File: config.mk
export PLATFORM = sky130hd
export DESIGN_NAME = pix_unpack_flat
export DESIGN_NICKNAME = d
export VERILOG_FILES = /design/src/rtl/pix_unpack_if.sv /design/src/rtl/pix_unpack.sv /design/src/flat_wrapper.sv
export SDC_FILE = /design/constraint.sdc
export NUM_CORES = 1
export LEC_CHECK = 0
export ABC_AREA = 0
export BUFFER_PORTS_ARGS = -buffer_cell sky130_fd_sc_hd__buf_2
export CAP_MARGIN = 20
export CELL_PAD_IN_SITES_DETAIL_PLACEMENT = 0
export CELL_PAD_IN_SITES_GLOBAL_PLACEMENT = 2
export CORE_ASPECT_RATIO = 0.7
export CORE_MARGIN = 3
export CORE_UTILIZATION = 32
export CTS_CLUSTER_DIAMETER = 100
export CTS_CLUSTER_SIZE = 10
export DETAILED_ROUTE_END_ITERATION = 12
export GPL_TIMING_DRIVEN = 0
export PLACE_DENSITY_LB_ADDON = 0.1
export SLEW_MARGIN = 25
export SYNTH_ARGS = -nofsm -noshare
export SYNTH_HDL_FRONTEND = slang
export SYNTH_SLANG_ARGS = --single-unit
File: constraint.sdc
create_clock -name i_clk_sys -period 2.7 [get_ports i_clk_sys]
set_input_delay 0.135 -clock i_clk_sys [delete_from_list [all_inputs] [get_ports i_clk_sys]]
set_output_delay 0.135 -clock i_clk_sys [all_outputs]
set_load 0.1 [all_outputs]
File: src/rtl/pix_unpack_if.sv
// Byte-in / pixel-out bundle between the UART receiver, frame RAM and transmit mux.
// Latency: none (wires only).
// Backpressure: none; the receiver strobes bytes and the RAM write side must keep up.
interface pix_unpack_if;
    logic [7:0]  i_rx_data;
    logic        i_rx_done;
    logic [7:0]  i_state;
    logic [11:0] o_pix;
    logic        o_pix_valid;
    logic [14:0] o_pix_cnt;
    logic        o_receiving;
    logic [7:0]  o_check_code;
    logic        o_check_valid;
    logic        o_frame_done;

    // Side that feeds bytes and system state, and consumes pixels/check codes.
    modport master (
        output i_rx_data, i_rx_done, i_state,
        input  o_pix, o_pix_valid, o_pix_cnt, o_receiving,
        input  o_check_code, o_check_valid, o_frame_done
    );

    // The unpacker itself.
    modport slave (
        input  i_rx_data, i_rx_done, i_state,
        output o_pix, o_pix_valid, o_pix_cnt, o_receiving,
        output o_check_code, o_check_valid, o_frame_done
    );
endinterface

File: src/rtl/pix_unpack.sv
// Packs UART byte pairs into RGB444 pixels, counts a frame, emits per-block XOR check codes.
// Latency: pixel, count and check strobe appear 1 clock after the second byte's i_rx_done.
// Backpressure: none; bytes are consumed on their strobe. Define PIX_UNPACK_TIMEOUT_EN to drop stale half-pixels.
module pix_unpack #(
    parameter int PIX_TOTAL   = 19200,
    parameter int BLOCK_PIX   = 64,
    parameter int TIMEOUT_CYC = 500000
) (
    input  logic        i_clk_sys,
    input  logic        i_rst,
    pix_unpack_if.slave bus
);

    localparam logic [7:0] RX_STATE = 8'd2;
    localparam int         BLK_W    = (BLOCK_PIX > 1) ? $clog2(BLOCK_PIX) : 1;

    // Reject parameter sets that would break frame or block counting.
    if (BLOCK_PIX < 1 || PIX_TOTAL < 1 || PIX_TOTAL > 32767 ||
        (PIX_TOTAL % BLOCK_PIX) != 0 || TIMEOUT_CYC < 1) begin : g_param_check
        $error("pix_unpack: illegal PIX_TOTAL/BLOCK_PIX/TIMEOUT_CYC combination");
    end

    typedef enum logic [1:0] {S_IDLE, S_HI, S_LO, S_DONE} state_t;

    state_t       state_q, state_d;
    logic [7:0]   hi_q, hi_d;          // first byte of the pair, {R,G}
    logic [7:0]   acc_q, acc_d;        // running XOR of the current block
    logic [14:0]  cnt_q, cnt_d;
    logic [BLK_W-1:0] blk_q, blk_d;    // pixels already in the current block
    logic [11:0]  pix_q, pix_d;
    logic [7:0]   code_q, code_d;
    logic         pix_vld_q, pix_vld_d;
    logic         chk_vld_q, chk_vld_d;
    logic         frame_done_q, frame_done_d;
    logic         recv_q, recv_d;

    logic         in_rx;
    logic [7:0]   acc_nxt;
    logic         blk_last;
    logic         cnt_last;

    assign in_rx    = (bus.i_state == RX_STATE);
    assign acc_nxt  = acc_q ^ bus.i_rx_data;
    assign blk_last = (blk_q == BLK_W'(BLOCK_PIX - 1));
    assign cnt_last = (cnt_q == 15'(PIX_TOTAL - 1));

`ifdef PIX_UNPACK_TIMEOUT_EN
    localparam int TO_W = $clog2(TIMEOUT_CYC + 1);
    logic [TO_W-1:0] to_q, to_d;
    logic            to_hit;

    // Idle clocks spent waiting for the second byte; any byte or leaving LO restarts it.
    always_comb begin
        to_d   = '0;
        to_hit = 1'b0;
        if (state_q == S_LO && !bus.i_rx_done) begin
            to_d   = to_q + TO_W'(1);
            to_hit = (to_q == TO_W'(TIMEOUT_CYC - 1));
        end
    end

    // Timeout counter register.
    always_ff @(posedge i_clk_sys) begin
        if (i_rst) begin
            to_q <= '0;
        end else begin
            to_q <= to_d;
        end
    end
`endif

    // Next-state and datapath: abort on leaving image-receive mode beats any byte.
    always_comb begin
        state_d      = state_q;
        hi_d         = hi_q;
        acc_d        = acc_q;
        cnt_d        = cnt_q;
        blk_d        = blk_q;
        pix_d        = pix_q;
        code_d       = code_q;
        pix_vld_d    = 1'b0;
        chk_vld_d    = 1'b0;
        frame_done_d = 1'b0;
        recv_d       = recv_q;
        case (state_q)
            S_IDLE: begin
                if (in_rx) begin
                    state_d = S_HI;
                    cnt_d   = '0;
                    acc_d   = '0;
                    blk_d   = '0;
                    recv_d  = 1'b1;
                end
            end
            S_HI: begin
                if (!in_rx) begin
                    state_d = S_IDLE;
                    recv_d  = 1'b0;
                end else if (bus.i_rx_done) begin
                    hi_d    = bus.i_rx_data;
                    acc_d   = acc_nxt;
                    state_d = S_LO;
                end
            end
            S_LO: begin
                if (!in_rx) begin
                    state_d = S_IDLE;
                    recv_d  = 1'b0;
                end else if (bus.i_rx_done) begin
                    pix_d     = {hi_q, bus.i_rx_data[7:4]};
                    pix_vld_d = 1'b1;
                    cnt_d     = cnt_q + 15'd1;
                    state_d   = S_HI;
                    if (blk_last) begin
                        code_d    = acc_nxt;
                        chk_vld_d = 1'b1;
                        acc_d     = '0;
                        blk_d     = '0;
                    end else begin
                        acc_d = acc_nxt;
                        blk_d = blk_q + BLK_W'(1);
                    end
                    if (cnt_last) begin
                        state_d      = S_DONE;
                        frame_done_d = 1'b1;
                    end
                end
`ifdef PIX_UNPACK_TIMEOUT_EN
                else if (to_hit) begin
                    // Half pixel went stale: take its byte back out of the block XOR.
                    acc_d   = acc_q ^ hi_q;
                    state_d = S_HI;
                end
`endif
            end
            S_DONE: begin
                recv_d = 1'b0;
                if (!in_rx) begin
                    state_d = S_IDLE;
                end
            end
            default: begin
                state_d = S_IDLE;
                recv_d  = 1'b0;
            end
        endcase
    end

    // State and output registers.
    always_ff @(posedge i_clk_sys) begin
        if (i_rst) begin
            state_q      <= S_IDLE;
            hi_q         <= '0;
            acc_q        <= '0;
            cnt_q        <= '0;
            blk_q        <= '0;
            pix_q        <= '0;
            code_q       <= '0;
            pix_vld_q    <= 1'b0;
            chk_vld_q    <= 1'b0;
            frame_done_q <= 1'b0;
            recv_q       <= 1'b0;
        end else begin
            state_q      <= state_d;
            hi_q         <= hi_d;
            acc_q        <= acc_d;
            cnt_q        <= cnt_d;
            blk_q        <= blk_d;
            pix_q        <= pix_d;
            code_q       <= code_d;
            pix_vld_q    <= pix_vld_d;
            chk_vld_q    <= chk_vld_d;
            frame_done_q <= frame_done_d;
            recv_q       <= recv_d;
        end
    end

    assign bus.o_pix         = pix_q;
    assign bus.o_pix_valid   = pix_vld_q;
    assign bus.o_pix_cnt     = cnt_q;
    assign bus.o_receiving   = recv_q;
    assign bus.o_check_code  = code_q;
    assign bus.o_check_valid = chk_vld_q;
    assign bus.o_frame_done  = frame_done_q;

endmodule

File: src/flat_wrapper.sv
// flat-port wrapper written by rule: the top's interface ports become plain ports
module pix_unpack_flat 
#(
    parameter int PIX_TOTAL   = 19200,
    parameter int BLOCK_PIX   = 64,
    parameter int TIMEOUT_CYC = 500000
)
  (i_clk_sys, i_rst, bus_i_rx_data, bus_i_rx_done, bus_i_state, bus_o_pix, bus_o_pix_valid, bus_o_pix_cnt, bus_o_receiving, bus_o_check_code, bus_o_check_valid, bus_o_frame_done);
  pix_unpack_if bus_i ();
  input  logic i_clk_sys;
  input  logic i_rst;
  input wire logic [$bits(bus_i.i_rx_data)-1:0] bus_i_rx_data;
  input wire logic [$bits(bus_i.i_rx_done)-1:0] bus_i_rx_done;
  input wire logic [$bits(bus_i.i_state)-1:0] bus_i_state;
  output wire logic [$bits(bus_i.o_pix)-1:0] bus_o_pix;
  output wire logic [$bits(bus_i.o_pix_valid)-1:0] bus_o_pix_valid;
  output wire logic [$bits(bus_i.o_pix_cnt)-1:0] bus_o_pix_cnt;
  output wire logic [$bits(bus_i.o_receiving)-1:0] bus_o_receiving;
  output wire logic [$bits(bus_i.o_check_code)-1:0] bus_o_check_code;
  output wire logic [$bits(bus_i.o_check_valid)-1:0] bus_o_check_valid;
  output wire logic [$bits(bus_i.o_frame_done)-1:0] bus_o_frame_done;
  assign bus_i.i_rx_data = bus_i_rx_data;
  assign bus_i.i_rx_done = bus_i_rx_done;
  assign bus_i.i_state = bus_i_state;
  assign bus_o_pix = bus_i.o_pix;
  assign bus_o_pix_valid = bus_i.o_pix_valid;
  assign bus_o_pix_cnt = bus_i.o_pix_cnt;
  assign bus_o_receiving = bus_i.o_receiving;
  assign bus_o_check_code = bus_i.o_check_code;
  assign bus_o_check_valid = bus_i.o_check_valid;
  assign bus_o_frame_done = bus_i.o_frame_done;
  pix_unpack #(.PIX_TOTAL(PIX_TOTAL), .BLOCK_PIX(BLOCK_PIX), .TIMEOUT_CYC(TIMEOUT_CYC)) u_core (.i_clk_sys(i_clk_sys), .i_rst(i_rst), .bus(bus_i));
endmodule
==> results by group <==
Outcome
  – Status: finished, final reports clean

Detailed routing
  – WL final: 7550 um
  – WL per Instance: 14.83 um
  – Vias per Instance: 4.780
  – DRC: 0
  – Drt pass-1 iters: 4
  – Final ANT Viol Nets: 0
  – Via count: 2433
  – Initial drt markers: 166

Synth
  – Compound-Gate Fraction of Synth Area: 0.1416
  – Ranking of synthesized cells by area: dfxtp_1, nor2_1, xnor2_1, nand2_1, o21ai_0
  – Leading cell types by count after synthesis: dfxtp_1, nor2_1, nand2_1
  – Largest family of logic cells by synthesized area: simple AND/OR/NAND/NOR gates
  – Async SR Flop Fraction: 0
  – Yosys warnings: 0
  – EDFF count, synth: 0
  – Flops & latches, synth: 63
  – Syn_nets: ~350
  – Distinct cells, synth: 46
  – Synth top area share: 0.4518
  – Synth area leader: dfxtp_1
  – Most used flip-flop cell after synthesis: dfxtp_1
  – Avg Cell Area, Syn: 8.616 um^2
  – Post-Syn Area: 2791 um^2
  – Post-Synth Simple-Gate Area: 0.2528
  – Mux contribution to synthesized area: 0.03272
  – Sequential share of the synthesized area: 0.4518
  – Most frequent cell after synthesis: dfxtp_1
  – Post-synthesis cell count: 324
  – Post-Synth XOR/XNOR Area: 0.05648
  – Synth Area in Adders: 0.03586

Global route
  – First-pass GRT wire length: roughly 13000 um
  – Pin count of the biggest net entering global routing: 11
  – Vias in the first global route: 2386
  – M2 GR Usage: 0.2289
  – Met1 usage in global routing: 0.2304
  – Remaining global-route overflow: 0
  – Global routing usage on met3: 0.06263
  – Initial antenna violation count: 0
  – GRT busiest layer: met1
  – GR Util All Layers: 0.1598

Final layout
  – Final instance area: 3486 um^2
  – Layout Cells excl Fill: 509
  – N_diodes: 0
  – Fillers: just under 900
  – Nets: 418
  – Share of cells above drive strength 1: 0.2010
  – Area Growth Syn to Fin: 24.88%

Placement
  – Gpl congestion: 0.7838
  – Area after DPL: 3217 um^2
  – HPWL Detailed: between 5000 and 6000 um
  – Dpl cells: 496
  – Port Buf Inserts: 56

STA
  – TNS Setup: 0 ns
  – FMAX: 0.4139 GHz
  – Rel. slew slack: 0.4965
  – # setup viols final: 0
  – Skew final: approximately 0.0061 ns
  – Post-layout min period: about 2.4 ns
  – Tightest Pin Transition: 0.7508 ns
  – Fin crit share: 0.8948
  – Hold Vio Cnt, Final: 0
  – Max-slew violations: 0
  – Hold_ws: ~0.11 ns
  – RSZ-0062 raised after global routing: false

Floorplan
  – Die width: 117.6 um
  – Core area: ~8200 um^2
  – Die Y: 84.14 um
  – Initial Utilization: 0.3414
  – Top Ports: 58
  – DIE AREA: just under 10000 um^2
  – Rows: 27

CTS
  – Clock buffer depth: 2
  – Skew-Pair Late Insertion Delay: 0.33 ns
  – Clk sink count: between 60 and 70
  – Number of H-tree levels: 3
  – Clock Root Buffer: clkbuf_16
  – Number of CTS-inserted buffers: 9
  – Reg clk slew, reported paths: roughly 0.050 ns
  – CTS tree: built

Setup path
  – R2r endpoint: u_core.blk_q[0]$_SDFFE_PP0P_
  – Required @ worst endpoint: 2.89 ns
  – Worst setup EP type: register
  – Crit path max fanout: 10
  – WS Path Type: reg -> reg
  – Worst setup path end: u_core.blk_q[0]$_SDFFE_PP0P_
  – FF-to-FF path depth: 9
  – Reg2reg start: u_core.state_q[0]$_SDFFE_PP0P_
  – Worst Setup Start Kind: register
  – CP Launch Point: u_core.state_q[0]$_SDFFE_PP0P_
  – Reg2Reg Setup Slack: 0.28 ns
  – Arrival @ worst endpoint: 2.61 ns

Worst hold path
  – Worst Hold Class: in -> reg

Job
  – # Max-Cap Violations: 0

Power and ir drop
  – Maximum VDD drop: around 0.34 mV
  – PwrDens: 717.5 nW/um^2
  – Static Leak: 1.312 nW
## worst min-delay path by stage
stage,startpoint,to,depth (start not counted)
final,bus_i_rx_data[5],u_core.bus.o_pix[1]$_SDFFE_PP0P_,3
after global routing,bus_i_rx_data[5],u_core.bus.o_pix[1]$_SDFFE_PP0P_,3
after CTS,bus_i_rx_data[5],u_core.bus.o_pix[1]$_SDFFE_PP0P_,3
after detailed placement,bus_i_rx_data[5],u_core.bus.o_pix[1]$_SDFFE_PP0P_,3
after global placement,u_core.bus.o_pix[5]$_SDFFE_PP0P_,u_core.bus.o_pix[5]$_SDFFE_PP0P_,2
after floorplan,bus_i_rx_data[4],u_core.bus.o_pix[0]$_SDFFE_PP0P_,2
## area by class of cell
class / count / area (um^2) / share of cell area
Clock buffer: 11 / 232.7 / 0.06676
Sequential cell: 63 / 1261 / 0.3618
Tap cell: 116 / 145.1 / 0.04164
Buffer: 12 / 55.05 / 0.01579
Inverter: 7 / 26.28 / 0.007538
Timing Repair Buffer: 56 / 280.3 / 0.08040
Multi-Input combinational cell: 242 / 1450 / 0.4160
Clock inverter: 2 / 35.03 / 0.01005
## kinds of logic (layout without fill, tap and decap cells)
logic type	after synthesis	in the layout
xor+xnor	18	18
flops	63	63
fa+ha+maj	8	8
compound gates	64	64
simple gates	143	143
buf+inv	19	88
mux	9	9
## per-stage QoR
stage	total power, mW	setup slack, ns	util
detailed placement	1.445	0.1019	0.3935
floorplan	1.316	0.4273	-
CTS	2.537	0.09653	0.4262
finish	2.501	0.2840	0.4264
global route	2.661	0.005545	0.4264
global placement	1.446	0.09146	0.3935
## layout by cell type (no fill, tap or decap), types with 3 or more instances in the layout
master	n
ha_1	8
inv_1	7
a211oi_1	6
a311oi_1	5
clkbuf_16	9
nand2b_1	8
nand4_1	4
o21ai_0	23
clkbuf_1	11
nand2_1	34
mux2i_1	8
dfxtp_1	63
nand3_1	12
or3_1	3
nor2_1	50
a21oi_1	18
xnor2_1	17
buf_2	57
nor4_1	5
nor3_1	9
## worst max-delay path: stages, from the launching register on
cell	delay, ns
dfxtp_1	0.34
inv_1	0.14
ha_1	0.19
clkbuf_2	0.24
mux2_2	0.39
nand3_1	0.33
clkbuf_1	0.38
nor3_1	0.09
a21oi_1	0.13
nor2_1	0.05
## report_power, final
group | switching, mW | internal (mW)
logic | 0.296 | 0.149
clock network | 0.376 | 0.696
registers | 0.0238 | 0.959
## timing repair
action / 4_1_cts / 5_1_grt
hold buffers: 0 / 0
resized for setup: 0 / 2
endpoints found under the setup margin: 0 / 8
buffers inserted: 0 / 0
## flip-flops by register name, indices dropped and copies added (netlist names), 2 cells and up
name and cells:
u_core.acc_q 8, u_core.blk_q 6, u_core.bus.o_check_code 8, u_core.bus.o_pix 12
u_core.bus.o_pix_cnt 15, u_core.hi_q 8, u_core.state_q 2
## layer usage
layer,part of all wire,vias to the layer above
li1,-,1259
met1,0.54,1120
met2,0.41,49
met3,0.049,5
met4,0.0052,0
met5,0,-
No activity file was read; power rests on OpenSTA's default activity.
